## src/rtl/alu_serial_sequencer_pkg.sv

```systemverilog
// Shared definitions for the bit-serial ALU sequencer: op encodings, control
// word layout and sequencer state encoding.
package alu_serial_sequencer_pkg;

  // ALUCtrl is {AInvert, BInvert, Op[2:0]}
  localparam int unsigned CTRL_W     = 5;
  localparam int unsigned CTRL_AINV  = 4;
  localparam int unsigned CTRL_BINV  = 3;
  localparam int unsigned CTRL_OP_HI = 2;
  localparam int unsigned CTRL_OP_LO = 0;

  localparam logic [2:0] OP_AND = 3'b000;
  localparam logic [2:0] OP_OR  = 3'b001;
  localparam logic [2:0] OP_ADD = 3'b010;
  localparam logic [2:0] OP_SLT = 3'b011;
  localparam logic [2:0] OP_XOR = 3'b100;

  typedef struct packed {
    logic       a_invert;
    logic       b_invert;
    logic [2:0] op;
  } alu_ctrl_t;

  typedef enum logic [1:0] {
    StIdle,
    StRun,
    StFinish
  } state_e;

endpackage

```

## src/rtl/alu_serial_sequencer_if.sv

```systemverilog
// Request/response bundle between the control unit (master) and the serial
// ALU sequencer (slave).
interface alu_serial_sequencer_if
  import alu_serial_sequencer_pkg::*;
#(
  parameter int unsigned WIDTH = 24
);
  logic              start;
  logic [CTRL_W-1:0] alu_ctrl;
  logic [WIDTH-1:0]  a;
  logic [WIDTH-1:0]  b;
  logic              busy;
  logic              done;
  logic [WIDTH-1:0]  result;
  logic              zero;
  logic              carry_out;
  logic              overflow;

  modport master (
    output start, alu_ctrl, a, b,
    input  busy, done, result, zero, carry_out, overflow
  );

  modport slave (
    input  start, alu_ctrl, a, b,
    output busy, done, result, zero, carry_out, overflow
  );
endinterface

```

## src/rtl/alu_serial_sequencer_alu1bit.sv

```systemverilog
// One-bit ALU slice: optional operand inversion, AND/OR/ADD/SLT/XOR select.
// The raw adder sum is exported separately so SLT can use it.
module alu_serial_sequencer_alu1bit
  import alu_serial_sequencer_pkg::*;
(
  input  logic       a,
  input  logic       b,
  input  logic       carry_in,
  input  logic       a_invert,
  input  logic       b_invert,
  input  logic       less,
  input  logic [2:0] op,
  output logic       result,
  output logic       carry_out,
  output logic       sum
);

  logic a_eff;
  logic b_eff;

  // Slice datapath and op select
  always_comb begin
    a_eff     = a ^ a_invert;
    b_eff     = b ^ b_invert;
    sum       = a_eff ^ b_eff ^ carry_in;
    carry_out = (a_eff & b_eff) | (carry_in & (a_eff ^ b_eff));
    result    = 1'b0;
    case (op)
      OP_AND:  result = a_eff & b_eff;
      OP_OR:   result = a_eff | b_eff;
      OP_ADD:  result = sum;
      OP_SLT:  result = less;
      OP_XOR:  result = a_eff ^ b_eff;
      default: result = 1'b0;
    endcase
  end

endmodule

```

## src/rtl/alu_serial_sequencer.sv

```systemverilog
// Bit-serial ALU sequencer: one operand bit per clock through a single slice,
// LSB first, with a registered carry; flags and SLT resolved in a final cycle.
module alu_serial_sequencer
  import alu_serial_sequencer_pkg::*;
#(
  parameter int unsigned WIDTH = 24
)(
  input logic                   clk,
  input logic                   rst,
  alu_serial_sequencer_if.slave bus
);

  localparam int unsigned CntW = $clog2(WIDTH);

  state_e           state_q, state_d;
  logic [WIDTH-1:0] a_sh_q, a_sh_d;
  logic [WIDTH-1:0] b_sh_q, b_sh_d;
  logic [WIDTH-1:0] r_sh_q, r_sh_d;
  logic [WIDTH-1:0] s_sh_q, s_sh_d;
  alu_ctrl_t        ctrl_q, ctrl_d;
  logic             carry_q, carry_d;
  logic             cin_msb_q, cin_msb_d;
  logic [CntW-1:0]  count_q, count_d;
  logic [WIDTH-1:0] result_q, result_d;
  logic             carry_out_q, carry_out_d;
  logic             overflow_q, overflow_d;
  logic             done_q, done_d;

  logic slice_result;
  logic slice_carry;
  logic slice_sum;

  // Less is tied low; SLT is resolved from the sum shift register at the end
  alu_serial_sequencer_alu1bit u_slice (
    .a         (a_sh_q[0]),
    .b         (b_sh_q[0]),
    .carry_in  (carry_q),
    .a_invert  (ctrl_q.a_invert),
    .b_invert  (ctrl_q.b_invert),
    .less      (1'b0),
    .op        (ctrl_q.op),
    .result    (slice_result),
    .carry_out (slice_carry),
    .sum       (slice_sum)
  );

  // State register
  always_ff @(posedge clk or posedge rst) begin
    if (rst) begin
      state_q <= StIdle;
    end else begin
      state_q <= state_d;
    end
  end

  // Datapath registers
  always_ff @(posedge clk or posedge rst) begin
    if (rst) begin
      a_sh_q      <= '0;
      b_sh_q      <= '0;
      r_sh_q      <= '0;
      s_sh_q      <= '0;
      ctrl_q      <= '0;
      carry_q     <= 1'b0;
      cin_msb_q   <= 1'b0;
      count_q     <= '0;
      result_q    <= '0;
      carry_out_q <= 1'b0;
      overflow_q  <= 1'b0;
      done_q      <= 1'b0;
    end else begin
      a_sh_q      <= a_sh_d;
      b_sh_q      <= b_sh_d;
      r_sh_q      <= r_sh_d;
      s_sh_q      <= s_sh_d;
      ctrl_q      <= ctrl_d;
      carry_q     <= carry_d;
      cin_msb_q   <= cin_msb_d;
      count_q     <= count_d;
      result_q    <= result_d;
      carry_out_q <= carry_out_d;
      overflow_q  <= overflow_d;
      done_q      <= done_d;
    end
  end

  // Next-state and sequencing: accept, shift one bit per clock, then resolve
  always_comb begin
    state_d     = state_q;
    a_sh_d      = a_sh_q;
    b_sh_d      = b_sh_q;
    r_sh_d      = r_sh_q;
    s_sh_d      = s_sh_q;
    ctrl_d      = ctrl_q;
    carry_d     = carry_q;
    cin_msb_d   = cin_msb_q;
    count_d     = count_q;
    result_d    = result_q;
    carry_out_d = carry_out_q;
    overflow_d  = overflow_q;
    done_d      = 1'b0;

    unique case (state_q)
      StIdle: begin
        if (bus.start) begin
          a_sh_d  = bus.a;
          b_sh_d  = bus.b;
          ctrl_d  = alu_ctrl_t'(bus.alu_ctrl);
          // Carry seeded with BInvert turns ADD into SUB
          carry_d = bus.alu_ctrl[CTRL_BINV];
          count_d = '0;
          state_d = StRun;
        end
      end
      StRun: begin
        a_sh_d  = a_sh_q >> 1;
        b_sh_d  = b_sh_q >> 1;
        r_sh_d  = {slice_result, r_sh_q[WIDTH-1:1]};
        s_sh_d  = {slice_sum, s_sh_q[WIDTH-1:1]};
        carry_d = slice_carry;
        count_d = count_q + CntW'(1);
        if (count_q == CntW'(WIDTH - 1)) begin
          cin_msb_d = carry_q;
          state_d   = StFinish;
        end
      end
      StFinish: begin
        overflow_d  = cin_msb_q ^ carry_q;
        carry_out_d = carry_q;
        if (ctrl_q.op == OP_SLT) begin
          result_d = {{(WIDTH - 1){1'b0}}, s_sh_q[WIDTH-1] ^ cin_msb_q ^ carry_q};
        end else begin
          result_d = r_sh_q;
        end
        done_d  = 1'b1;
        state_d = StIdle;
      end
      default: state_d = StIdle;
    endcase
  end

  // Outputs
  assign bus.busy      = (state_q != StIdle);
  assign bus.done      = done_q;
  assign bus.result    = result_q;
  assign bus.zero      = (result_q == '0);
  assign bus.carry_out = carry_out_q;
  assign bus.overflow  = overflow_q;

endmodule

```

## src/flat_wrapper.sv

```systemverilog
// flat-port wrapper written by rule: the top's interface ports become plain ports
module alu_serial_sequencer_flat import alu_serial_sequencer_pkg::*;
#(
  parameter int unsigned WIDTH = 24
)
  (clk, rst, bus_start, bus_alu_ctrl, bus_a, bus_b, bus_busy, bus_done, bus_result, bus_zero, bus_carry_out, bus_overflow);
  alu_serial_sequencer_if #(.WIDTH(WIDTH)) bus_i ();
  input logic clk;
  input logic rst;
  input wire logic [$bits(bus_i.start)-1:0] bus_start;
  input wire logic [$bits(bus_i.alu_ctrl)-1:0] bus_alu_ctrl;
  input wire logic [$bits(bus_i.a)-1:0] bus_a;
  input wire logic [$bits(bus_i.b)-1:0] bus_b;
  output wire logic [$bits(bus_i.busy)-1:0] bus_busy;
  output wire logic [$bits(bus_i.done)-1:0] bus_done;
  output wire logic [$bits(bus_i.result)-1:0] bus_result;
  output wire logic [$bits(bus_i.zero)-1:0] bus_zero;
  output wire logic [$bits(bus_i.carry_out)-1:0] bus_carry_out;
  output wire logic [$bits(bus_i.overflow)-1:0] bus_overflow;
  assign bus_i.start = bus_start;
  assign bus_i.alu_ctrl = bus_alu_ctrl;
  assign bus_i.a = bus_a;
  assign bus_i.b = bus_b;
  assign bus_busy = bus_i.busy;
  assign bus_done = bus_i.done;
  assign bus_result = bus_i.result;
  assign bus_zero = bus_i.zero;
  assign bus_carry_out = bus_i.carry_out;
  assign bus_overflow = bus_i.overflow;
  alu_serial_sequencer #(.WIDTH(WIDTH)) u_core (.clk(clk), .rst(rst), .bus(bus_i));
endmodule
```

## config.mk

```make
export PLATFORM = sky130hd
export DESIGN_NAME = alu_serial_sequencer_flat
export DESIGN_NICKNAME = d
export VERILOG_FILES = /design/src/rtl/alu_serial_sequencer_pkg.sv /design/src/rtl/alu_serial_sequencer_if.sv /design/src/rtl/alu_serial_sequencer_alu1bit.sv /design/src/rtl/alu_serial_sequencer.sv /design/src/flat_wrapper.sv
export SDC_FILE = /design/constraint.sdc
export NUM_CORES = 1
export LEC_CHECK = 0
export ABC_CLOCK_PERIOD_IN_PS = 5900
export BUFFER_PORTS_ARGS = -buffer_cell sky130_fd_sc_hd__buf_2
export CAP_MARGIN = 30
export CORE_ASPECT_RATIO = 2
export CORE_UTILIZATION = 40
export CTS_BUF_LIST = sky130_fd_sc_hd__clkbuf_16
export CTS_CLUSTER_SIZE = 28
export DETAILED_ROUTE_END_ITERATION = 8
export PLACE_DENSITY = 0.68
export SETUP_SLACK_MARGIN = 0.02
export SLEW_MARGIN = 20
export SYNTH_ARGS = -nofsm -noshare
export SYNTH_HDL_FRONTEND = slang
export SYNTH_SLANG_ARGS = --single-unit
```

## constraint.sdc

```tcl
create_clock -name clk -period 5.9 [get_ports clk]
set_clock_uncertainty 0.2 [all_clocks]
set_input_delay 0.885 -clock clk [delete_from_list [all_inputs] [get_ports clk]]
set_output_delay 0.885 -clock clk [all_outputs]
set_load 0.1 [all_outputs]
```

==> impl_metrics.py <==
metrics = {
    "status": {
        "outcome": "completed",
    },
    "detailed_routing": {
        "post-route-drc-count": 0,
        "dr.pass1.iters": 4,
        "viasPerCell": 4.97,
        "ant_nets": 0,
        "wire_per_inst_um": 14.0,
        "drt_iter0_markers": 117,
        "vias": 3450,
        "routed_wl_um": 9710,
    },
    "die": {
        "core_um2": 11800,
        "ios": 85,
        "dieArea_um2": 12600,
        "die_y_um": 158,
        "rows": 56,
        "start_util_pct": 41.2,
        "die-width_um": 79.9,
    },
    "finish": {
        "final_util_pct": 50.8,
        "fin_area_um2": 5970,
        "nFillCells": 1085,
        "nets": 597,
        "n_antenna_cell": 0,
        "area_delta_synth_final_pct": 23.2,
        "layout-drive-gt1-share_pct": 23.1,
    },
    "synth": {
        "synth_seq_area_share_pct": 58.8,
        "synth_top_area_share_pct": 58.8,
        "avgSynthCellArea_um2": 10.6,
        "synth_area_leaders": "dfrtp_1 59%, nand2_1 10%, mux2i_1 9.7%, o21ai_0 5.3%, a22o_1 4.2%",
        "synth-main-ff-cell": "dfrtp_1",
        "syn-num-nets": 516,
        "yosysUniqueCellTypes": 33,
        "yosys_warnings": 0,
        "ys_seq_elements": 114,
        "async_flop_share_pct": 100,
        "syn_inst": 456,
        "yosysTopAreaCell": "dfrtp_1",
        "synth.most_common_cell": "nand2_1",
        "netlist_area_um2": 4850,
        "synth_edf_count": 0,
        "synth_commonest_cells": "134 x nand2_1, 114 x dfrtp_1, 51 x o21ai_0",
    },
    "timing": {
        "worst_slew_pin_slew_ns": 0.883,
        "slew_violations": 0,
        "setup_viol": 0,
        "rsz0062_at_grt": "false",
        "max_freq_ghz": 0.332,
        "setup_tns_ns": 0,
        "max_slew_margin_pct": 41.1,
        "hold_violations": 0,
        "timing.final.crit_share_pct": 51.1,
        "post-route-min-period_ns": 3.01,
    },
    "placement": {
        "io_buffers": 84,
        "dpl_cell_area_um2": 5350,
        "routabilityCongestion": 0.737,
        "hpwl_um": 6540,
    },
    "critical_path": {
        "cp-end-kind": "primary output",
        "cp.required_ns": 4.82,
        "crit_type": "flip-flop to primary output",
        "arrival_ns": 1.93,
        "worstSetupStartpointType": "flip-flop",
        "critPathMaxFanout": 3,
    },
    "cts": {
        "clk_pin_slew_ns": 0.05,
        "clockBufferDepth": 2,
        "hold_buffers": 0,
        "clock-sinks": 114,
        "cts-root-buf": "clkbuf_16",
        "worstSkewPairLatency_ns": 0.40,
        "cts_resized": 0,
        "post-cts-setup-buffers": 0,
        "cts_buffers": 17,
        "cts_tree": "yes",
        "ctsHtreeMaxLevel": 4,
    },
    "power": {
        "leakage_uw": 0.00291,
        "power.density_nw_per_um2": 564,
        "vdd_drop_max_v": 0.000637,
    },
    "global_route": {
        "grt_pass1_wl_um": 16500,
        "grt_overflow": 0,
        "grt_pass1_vias": 3617,
        "grt_start_max_net_pins": 82,
        "grt_use_total_pct": 17.1,
        "antenna_found_initial": 0,
    },
    "run": {
        "max_cap_violations": 0,
    },
    "hold_path": {
        "hp-class": "primary input to async pin",
    },
}
critical path: stages, from the launching register on:
cell,delay [ns]
dfrtp_1,0.38
nor4_1,0.47
nand4_1,0.14
nor2_1,0.11
buf_2,0.42
final timing paths:
kind / startpoint / to / slack (ns) / depth (start not counted)
max reg2reg: u_core.state_q[1]$_DFFE_PP0P_ / u_core.count_q[2]$_DFFE_PP0P_ / 3.41 / 5
max in group asynchronous: rst / u_core.a_sh_q[5]$_DFFE_PP0P_ / 4.52 / 3
min: rst / u_core.bus.done$_DFF_PP0_ / 0.20 / 2
max: u_core.bus.result[1]$_DFFE_PP0P_ / bus_zero / 2.89 / 4
min reg2reg: u_core.b_sh_q[9]$_DFFE_PP0P_ / u_core.b_sh_q[8]$_DFFE_PP0P_ / 0.28 / 2
min in group clk: u_core.b_sh_q[9]$_DFFE_PP0P_ / u_core.b_sh_q[8]$_DFFE_PP0P_ / 0.28 / 2
flip-flops by register name, summed over array words and instances, names as in the netlist:
register / count
u_core.cin_msb_q: 1
u_core.bus.carry_out: 1
u_core.bus.done: 1
u_core.s_sh_q: 1
u_core.b_sh_q: 24
u_core.carry_q: 1
u_core.ctrl_q: 5
u_core.r_sh_q: 24
u_core.count_q: 5
u_core.bus.result: 24
u_core.state_q: 2
u_core.a_sh_q: 24
u_core.bus.overflow: 1
cell type report:
type,instances,area (um2),area share [%]
clock buffers,17,425,7.12
inverters,6,25.0,0.419
well taps,145,181,3.04
flip-flops and latches,114,2850,47.7
clock inverters,14,171,2.87
repair buffers,91,493,8.25
multi-input cells,307,1830,30.6
cells in the final DEF (no fill, tap or decap), drive strengths merged, types with 2 or more instances in the layout:
cell type and n:
nand2 134, dfrtp 114, buf 91, o21ai 61, mux2i 47, a22o 23, clkbuf 17, clkinv 8
inv 7, nor4 6, mux2 5, nor2 4, bufinv 4, nand2b 3, xor2 3, xnor2 3
ha 3, nand3 2
report_power, final:
part | internal, uW | total (uW) | switching, uW
clock network | 694 | 1030 | 338
registers | 1050 | 1230 | 183
logic | 349 | 1100 | 752
metal layers:
| layer | GRT usage [%] | wire length (um) |
|---|---|---|
| met5 | 0 | 0 |
| met4 | 7.65 | 145 |
| met3 | 3.80 | 351 |
| met2 | 30.9 | 5270 |
| met1 | 18.8 | 3940 |
cell families after synthesis:
kind of cell,share of synthesized area (%)
AO/OA/AOI/OAI,11.0
AND/OR/NAND/NOR,13.3
flip-flops,58.8
multiplexers,10.9
buffers and inverters,3.74
XOR/XNOR,1.08
adder cells (fa/ha/maj),1.19
stage by stage:
stage / std cells / setup slack, ns / power, uW / hold WS (ns)
after global routing: 694 / 2.81 / 3610 / 0.195
after global placement: 662 / 3.19 / 2320 / 0.264
after detailed placement: 662 / 3.14 / 2360 / 0.272
final: 694 / 2.89 / 3370 / 0.199
after floorplan: 456 / 1.80 / 2140 / 0.246
after CTS: 693 / 2.78 / 3410 / 0.284
Note: power is estimated with default switching activity, not from simulation.
